`config.mk`:
```
export PLATFORM = sky130hd
export DESIGN_NAME = perf_window_sched
export DESIGN_NICKNAME = d
export VERILOG_FILES = /design/src/rtl/perf_pkg.sv /design/src/rtl/win_argmin.sv /design/src/rtl/perf_window_sched.sv
export SDC_FILE = /design/constraint.sdc
export NUM_CORES = 1
export LEC_CHECK = 0
export BUFFER_PORTS_ARGS = -buffer_cell sky130_fd_sc_hd__buf_2
export CORE_MARGIN = 4
export CORE_UTILIZATION = 68
export DETAILED_ROUTE_END_ITERATION = 8
export GPL_TIMING_DRIVEN = 0
export PLACE_DENSITY = 0.89
export RECOVER_POWER = 25
export SKIP_CTS_REPAIR_TIMING = 1
export SYNTH_ARGS = -nofsm -noshare
export SYNTH_HDL_FRONTEND = slang
export SYNTH_SLANG_ARGS = --single-unit
```
`constraint.sdc`:
```
create_clock -name clk2 -period 17.2 [get_ports clk2]
set_input_delay 3.44 -clock clk2 [delete_from_list [all_inputs] [get_ports clk2]]
set_output_delay 3.44 -clock clk2 [all_outputs]
set_load 0.03 [all_outputs]
```
`src/rtl/perf_pkg.sv`:
```
// Shared types and default sizes for the account-ranking scheduler.
// The entry layout is fixed at DSIZE_DEF; instantiate the top with DSIZE equal to it.
package perf_pkg;

    localparam int unsigned DSIZE_DEF = 8;
    localparam int unsigned WIN_DEF   = 5;
    localparam int unsigned FRAME_DEF = 4000;

    typedef struct packed {
        logic [DSIZE_DEF-1:0]   account;
        logic [2*DSIZE_DEF-1:0] prod;
    } entry_t;

    typedef enum logic [1:0] {
        FILL,
        RUN,
        FLUSH
    } state_t;

endpackage

```
`src/rtl/win_argmin.sv`:
```
// Combinational argmin over the sliding window; index 0 is the newest entry.
// Ties resolve toward the newest entry.
module win_argmin
    import perf_pkg::*;
#(
    parameter int unsigned WIN = WIN_DEF
) (
    input  entry_t               win_i [WIN],
    output logic [DSIZE_DEF-1:0] account_o
);

    entry_t best;

    // NOTE: best is assigned before the loop reads it, so no latch is inferred.
    always_comb begin
        best = win_i[WIN-1];
        for (int i = WIN - 2; i >= 0; i--) begin
            if (win_i[i].prod <= best.prod) begin
                best = win_i[i];
            end
        end
        account_o = best.account;
    end

endmodule

```
`src/rtl/perf_window_sched.sv`:
```
// clk2-side scheduler: pops {account, A, T}, forms A*T, and emits the account with the
// minimum product over the last WIN entries of the current frame.
module perf_window_sched
    import perf_pkg::*;
#(
    parameter int unsigned DSIZE = DSIZE_DEF,
    parameter int unsigned WIN   = WIN_DEF,
    parameter int unsigned FRAME = FRAME_DEF
) (
    input  logic               clk2,
    input  logic               rst_n,
    input  logic               fifo_empty,
    input  logic [3*DSIZE-1:0] fifo_rdata,
    output logic               fifo_rinc,
    output logic               out_valid,
    output logic [DSIZE-1:0]   out_account
);

    localparam int unsigned PW  = 2 * DSIZE;
    localparam int unsigned WCW = $clog2(WIN + 1);
    localparam int unsigned FCW = $clog2(FRAME + 1);

    state_t           state_q, state_d;
    logic [WCW-1:0]   win_cnt_q, win_cnt_d;
    logic [FCW-1:0]   frame_cnt_q, frame_cnt_d;
    entry_t           s1_q;
    logic             s1_v_q;
    entry_t           win_q [WIN];
    logic             w_v_q;
    logic             out_valid_q;
    logic [DSIZE-1:0] out_account_q;
    logic [DSIZE-1:0] acc_in, a_in, t_in;
    logic [DSIZE-1:0] min_account;

    assign {acc_in, a_in, t_in} = fifo_rdata;
    assign fifo_rinc   = !fifo_empty && (state_q != FLUSH);
    assign out_valid   = out_valid_q;
    assign out_account = out_account_q;

    // NOTE: sequential state uses non-blocking assignments so every register samples pre-edge values.
    always_ff @(posedge clk2 or negedge rst_n) begin
        if (!rst_n) begin
            s1_q   <= '0;
            s1_v_q <= 1'b0;
        end else begin
            s1_v_q <= fifo_rinc;
            if (fifo_rinc) begin
                s1_q.account <= acc_in;
                s1_q.prod    <= PW'(a_in) * PW'(t_in);
            end
        end
    end

    // NOTE: the window storage is cleared on reset so no stale account survives a reset.
    always_ff @(posedge clk2 or negedge rst_n) begin
        if (!rst_n) begin
            for (int i = 0; i < WIN; i++) begin
                win_q[i] <= '0;
            end
            w_v_q <= 1'b0;
        end else begin
            w_v_q <= s1_v_q;
            if (s1_v_q) begin
                win_q[0] <= s1_q;
                for (int i = 1; i < WIN; i++) begin
                    win_q[i] <= win_q[i-1];
                end
            end
        end
    end

    win_argmin #(
        .WIN (WIN)
    ) u_argmin (
        .win_i     (win_q),
        .account_o (min_account)
    );

    // A result is due one cycle after the window takes an entry, once the window is full.
    always_ff @(posedge clk2 or negedge rst_n) begin
        if (!rst_n) begin
            out_valid_q   <= 1'b0;
            out_account_q <= '0;
        end else begin
            out_valid_q   <= w_v_q && (win_cnt_q == WCW'(WIN));
            out_account_q <= (w_v_q && (win_cnt_q == WCW'(WIN))) ? min_account : '0;
        end
    end

    always_ff @(posedge clk2 or negedge rst_n) begin
        if (!rst_n) begin
            state_q     <= FILL;
            win_cnt_q   <= '0;
            frame_cnt_q <= '0;
        end else begin
            state_q     <= state_d;
            win_cnt_q   <= win_cnt_d;
            frame_cnt_q <= frame_cnt_d;
        end
    end

    always_comb begin
        state_d     = state_q;
        win_cnt_d   = win_cnt_q;
        frame_cnt_d = frame_cnt_q;

        if (s1_v_q && (win_cnt_q != WCW'(WIN))) begin
            win_cnt_d = win_cnt_q + 1'b1;
        end
        if (fifo_rinc) begin
            frame_cnt_d = frame_cnt_q + 1'b1;
        end

        unique case (state_q)
            FILL: begin
                if (s1_v_q && (win_cnt_q == WCW'(WIN - 1))) begin
                    state_d = RUN;
                end
            end
            RUN: ;
            FLUSH: begin
                // Both pipeline stages empty: the frame's last result has left.
                if (!s1_v_q && !w_v_q) begin
                    state_d     = FILL;
                    win_cnt_d   = '0;
                    frame_cnt_d = '0;
                end
            end
            default: state_d = FILL;
        endcase

        if (fifo_rinc && (frame_cnt_q == FCW'(FRAME - 1))) begin
            state_d = FLUSH;
        end
    end

endmodule

```
Word-level counts from Yosys, hierarchy flattened
Index checks and enable logic that the tools add are counted.

Bits in registers: 172. Bits of input ports: 27. Word-level logic and storage cells: 62.

Add/subtract/negate cells: 2. $mul: 1. Order comparisons: 4. Equal/unequal tests: 10. Muxes and demuxes: 15. Reduce and logical (&&, ||, !) cells: 11.

Operators with widths (count): $mux 24 (4); $le 16x16->1 (4); $mux 12 (3); $mul 8x8->16 (1); $add 12x1->12 const B (1); $eq 12x12->1 const B (1); $mux 3 (3); $ne 3x3->1 const B (3); $mux 8 (1); $eq 3x3->1 const B (2); $logic_and 1x1->1 (6); $mux 2 (3); $pmux 2 s3 (1); $ne 2x2->1 const B (2); $add 3x1->3 const B (1); $logic_not 1->1 (3); $reduce_and 3->1 (1); $eq 2x1->1 const B (1); $eq 2x2->1 const B (1); $logic_not 2->1 (1).

Depth between registers and ports, before layout
Depth after elaboration: 9. Mapped depth: 40. Gate-level depth less buffers: 35.

Cells and area by module
From an unflattened synthesis, not the netlist that was laid out.

Cell total of the unflattened synthesis: 1012. Area, all modules: 11135.7 um^2.

By module, submodules not included: perf_window_sched (times used 1, cells an instance 690, area each 8613.3 um^2, sequential area each 4304.1 um^2); win_argmin (times used 1, cells an instance 322, area each 2522.4 um^2, sequential area each 0.0 um^2).

Least setup slack after synthesis
No wires, ideal clock.

Path kind: reg2reg. Start point: reg win_q[39] (netlist name). End point: reg out_account_q[6] (netlist: out_account[6]). Library setup time: 141 ps. Arrival: 7514 ps. Required time: 17059 ps. Setup slack: 9545 ps. Stages on the path, launching flop included: 40. Clock period less this slack: 7655 ps. Path through: dfrtp_1 ha_1 nand4_1 or4_1 or2_1 o31ai_2 clkbuf_1 buf_2 nor2_1 a21oi_1 ha_1 nand3_1 nor3_1 a221oi_1 o21ai_0 a31oi_1 o21ai_4 buf_6 [4 not listed] nand2b_1 a21oi_1 o31ai_1 o41ai_1 clkbuf_1 nand2_1 o21a_1 ha_1 nor2b_1 o21ai_0 nand2b_1 a2111oi_0 o211ai_1 nand2_1 nor2b_1 buf_1 nand3_1 o221ai_1.

Word-level cells in the longest chain between the ends: 9.

RTL lines: start, declared (line perf_window_sched.sv:28) `entry_t win_q [WIN];`; start signal, assigned by index (line perf_window_sched.sv:66) `win_q[i] <= win_q[i-1];`; $le 16x16->1 (line win_argmin.sv:18) `if (win_i[i].prod <= best.prod) begin`; $mux 24 * (line win_argmin.sv:18); $le 16x16->1 (line win_argmin.sv:18); $mux 24 * (line win_argmin.sv:18); $le 16x16->1 (line win_argmin.sv:18); $mux 24 * (line win_argmin.sv:18); $le 16x16->1 (line win_argmin.sv:18); $mux 24 * (line win_argmin.sv:18); $mux 8 * (line perf_window_sched.sv:86) `out_account_q <= (w_v_q && (win_cnt_q == WCW'(WIN))) ? min_account : '0;`; end signal, assigned (line perf_window_sched.sv:86); end, declared (line perf_window_sched.sv:31) `logic [DSIZE-1:0] out_account_q;`.

Mark *: on every way between the ends. The rest lies on a longest branch, timed or not. A chain may end at the register's enable or synchronous reset.

Worst setup path after layout
Start point: reg win_q[37] (netlist name). End point: reg out_account_q[4] (netlist: out_account[4]).

Same word-level chain as after synthesis.

==> impl_results.md <==
- ANT cells: 0
- Routed len/inst: about 19 um
- First-pass GRT wire length: 41.5 mm
- Initial Util: 69.9%
- TNS Setup: 0 ps
- Crit path arrival time: ~10000 ps
- Worst Setup End Kind: flop
- Syn avg cell area: between 10 and 15 um2
- Die X: 133 um
- Number of flops mapped to enable cells by yosys: 0
- Reg-to-reg slack, setup: roughly 7500 ps
- R2R depth: 39
- LEAKAGE: 5.79 nW
- Most frequent cells after synthesis: dfrtp_1, nand2_1, ha_1
- RSZ-0062 raised after global routing: no
- Clock latency on the worst-skew pair: 440 ps
- Ratio of cells with drive above 1 in the final layout: 15.9%
- Synth top area cells: dfrtp_1, ha_1, mux2_2, fa_1, nand2_1
- GRT Util Overall: 29.2%
- Fraction of registers with async set/reset: 100%
- Critical Path Fanout Max: 10
- TritonCTS Buffers: 17
- Final Max Tran Viols: 0
- CTS tree: yes
- Final Util: between 70% and 80%
- Drc violations: 0
- Power Density: roughly 220 nW/um2
- Most common cell in the netlist: dfrtp_1
- Max Freq: between 0.1 and 0.15 GHz
- Synth Register Bits: around 170
- Sink Count: 172
- Worst-Margin Slew: between 1000 and 1500 ps
- Clock Tree Root: clkbuf_16
- Yosys warnings: 0
- Syn nets: around 1200
- GRT overflow: 0
- Final worst slack: between 7000 and 8000 ps
- CP most frequent cell: ha_1
- Fin crit period: roughly 10000 ps
- Final worst path period share: between 50% and 60%
- Synth unique cells: 47
- Placement Cell Area: around 11000 um2
- Vias/cell: roughly 6
- Fin Clk Skew: ~10 ps
- Total of max-cap violations: 0
- Final HPWL DP: roughly 18 mm
- Worst path slowest cell: o41ai_1
- Hold Vio Cnt, Final: 0
- Htree depth: 4
- Synth Flop Type: dfrtp_1
- Syn Inst Count: 1041
- DP Worst Slack: about 7900 ps
- Final Power: approximately 2.6 mW
- Syn Std Cell Area: between 10000 and 15000 um2
- Critical path class: flop to flop
- Hold Path Cell Cnt: 2
- Die area: between 15000 and 20000 um2
- Largest net degree at the start of global routing: 126
- Reg2reg start: win_q[37]
- Placed insts: ~1300
- Status: completed
- Worst Hold Launch: s1_q[3]
- Final Wtd Congestion: between 0.8 and 0.9
- NumNets Final: roughly 1300
- Top cell type's share of synthesized area: between 40% and 50%
- Largest area contributor in the netlist: dfrtp_1
- Core area: about 15000 um2
- Area Growth Syn to Fin: 10.5%
- Die Y: about 130 um
- Vias: approximately 7900
- Hold slack final: a little under 500 ps
- Crit path launch type: flop
- Final ANT Viol Nets: 0
- Clock slew at reported path FFs: 60 ps
- Maximum buffer depth of the clock tree: 2
- DR iter-0 viols: 669
- WL final: around 25 mm
- # setup viols final: 0
- Worst relative slew slack: a little over a quarter
- RR Endpoint: out_account[4]
- Final non-filler cell total: between 1000 and 1500
- Finished Cell Area: between 10000 and 15000 um2
- Initial antenna violation count: 0
- IO Port Bufs: 36
- Worst min path class: flop to flop
- Row count: 45
- Maximum VDD drop: between 0.09 and 0.1 mV
- Vias in the first global route: between 8000 and 9000
- DRT Pass-1 Iters: 5
- Post-synthesis sequential area ratio: approximately two fifths
- CP Data Required Time: around 17000 ps
- I/O Pins: 37
- Crit-path max cell delay: about 950 ps
- Hold Path Sink: s1_q[3]
## worst max-delay path by stage
| stage | slack, ps | startpoint | end |
|---|---|---|---|
| after floorplan | 9540 | win_q[39] | out_account[6] |
| after CTS | 7690 | win_q[37] | out_account[4] |
| after global routing | 7110 | win_q[37] | out_account[4] |
| after detailed placement | 7880 | win_q[37] | out_account[4] |
| final | 7470 | win_q[37] | out_account[4] |
| after global placement | 8130 | win_q[39] | out_account[6] |
## critical path, delay by kind of cell (launching register included)
kind | cells | cell delay [ps]
multiplexers | 1 | 340
AND/OR/NAND/NOR | 14 | 2560
flip-flops | 1 | 420
adder cells (fa/ha/maj) | 4 | 1110
AO/OA/AOI/OAI | 15 | 3480
buffers and inverters | 5 | 1650
## registers in the layout (all words and copies together) (netlist names)
signal       flops
frame_cnt_q     12
s1_v_q           1
win_cnt_q        3
s1_q            24
out_valid        1
state_q          2
w_v_q            1
win_q          120
out_account      8
## layer usage
layer  GRT usage [%]  routed length, um  up-vias
li1                -                  -     3645
met1            36.1              10000     3915
met2            50.5              12600      312
met3            4.83               1280       71
met4            13.3                879        0
met5               0                  0        -
## area by class of cell
| type | instances | area, um2 |
|---|---|---|
| Buffer | 35 | 150 |
| Clock buffer | 19 | 433 |
| Clock inverter | 13 | 213 |
| Fill cell | 923 | 3480 |
| Inverter | 97 | 364 |
| Multi-Input combinational cell | 737 | 5890 |
| Sequential cell | 172 | 4300 |
| Tap cell | 211 | 264 |
| Timing Repair Buffer | 37 | 218 |
## power breakdown
group          internal [mW]  switching, mW  total, mW
clock                  0.259          0.163      0.422
sequential             0.528          0.107      0.634
combinational          0.660          0.858       1.52
## layout by cell type, fill, tap and decap left out, types with 11 or more instances in the layout
cell and n:
ha_1 103, nand4_1 11, nor2_1 42, nand3_1 19, clkbuf_16 17, a21oi_1 41, dfrtp_1 172, o21ai_0 64
o21a_1 17, xor2_1 11, nand2_1 153, mux2_2 90, inv_1 96, mux2_4 12, buf_2 38, fa_1 36
clkbuf_1 31, and2_1 35, xnor2_1 13, a21o_1 14
## cell families (layout without fill, tap and decap cells)
group / count (synthesis) / in the layout / share of synthesized area [%]
multiplexers: 114 / 114 / 12.3
buffers and inverters: 132 / 201 / 4.80
AO/OA/AOI/OAI: 171 / 171 / 9.82
flip-flops: 172 / 172 / 40.2
adder cells (fa/ha/maj): 139 / 139 / 18.8
AND/OR/NAND/NOR: 289 / 289 / 12.1
XOR/XNOR: 24 / 24 / 1.96
Note: power is estimated with default switching activity, not from simulation.
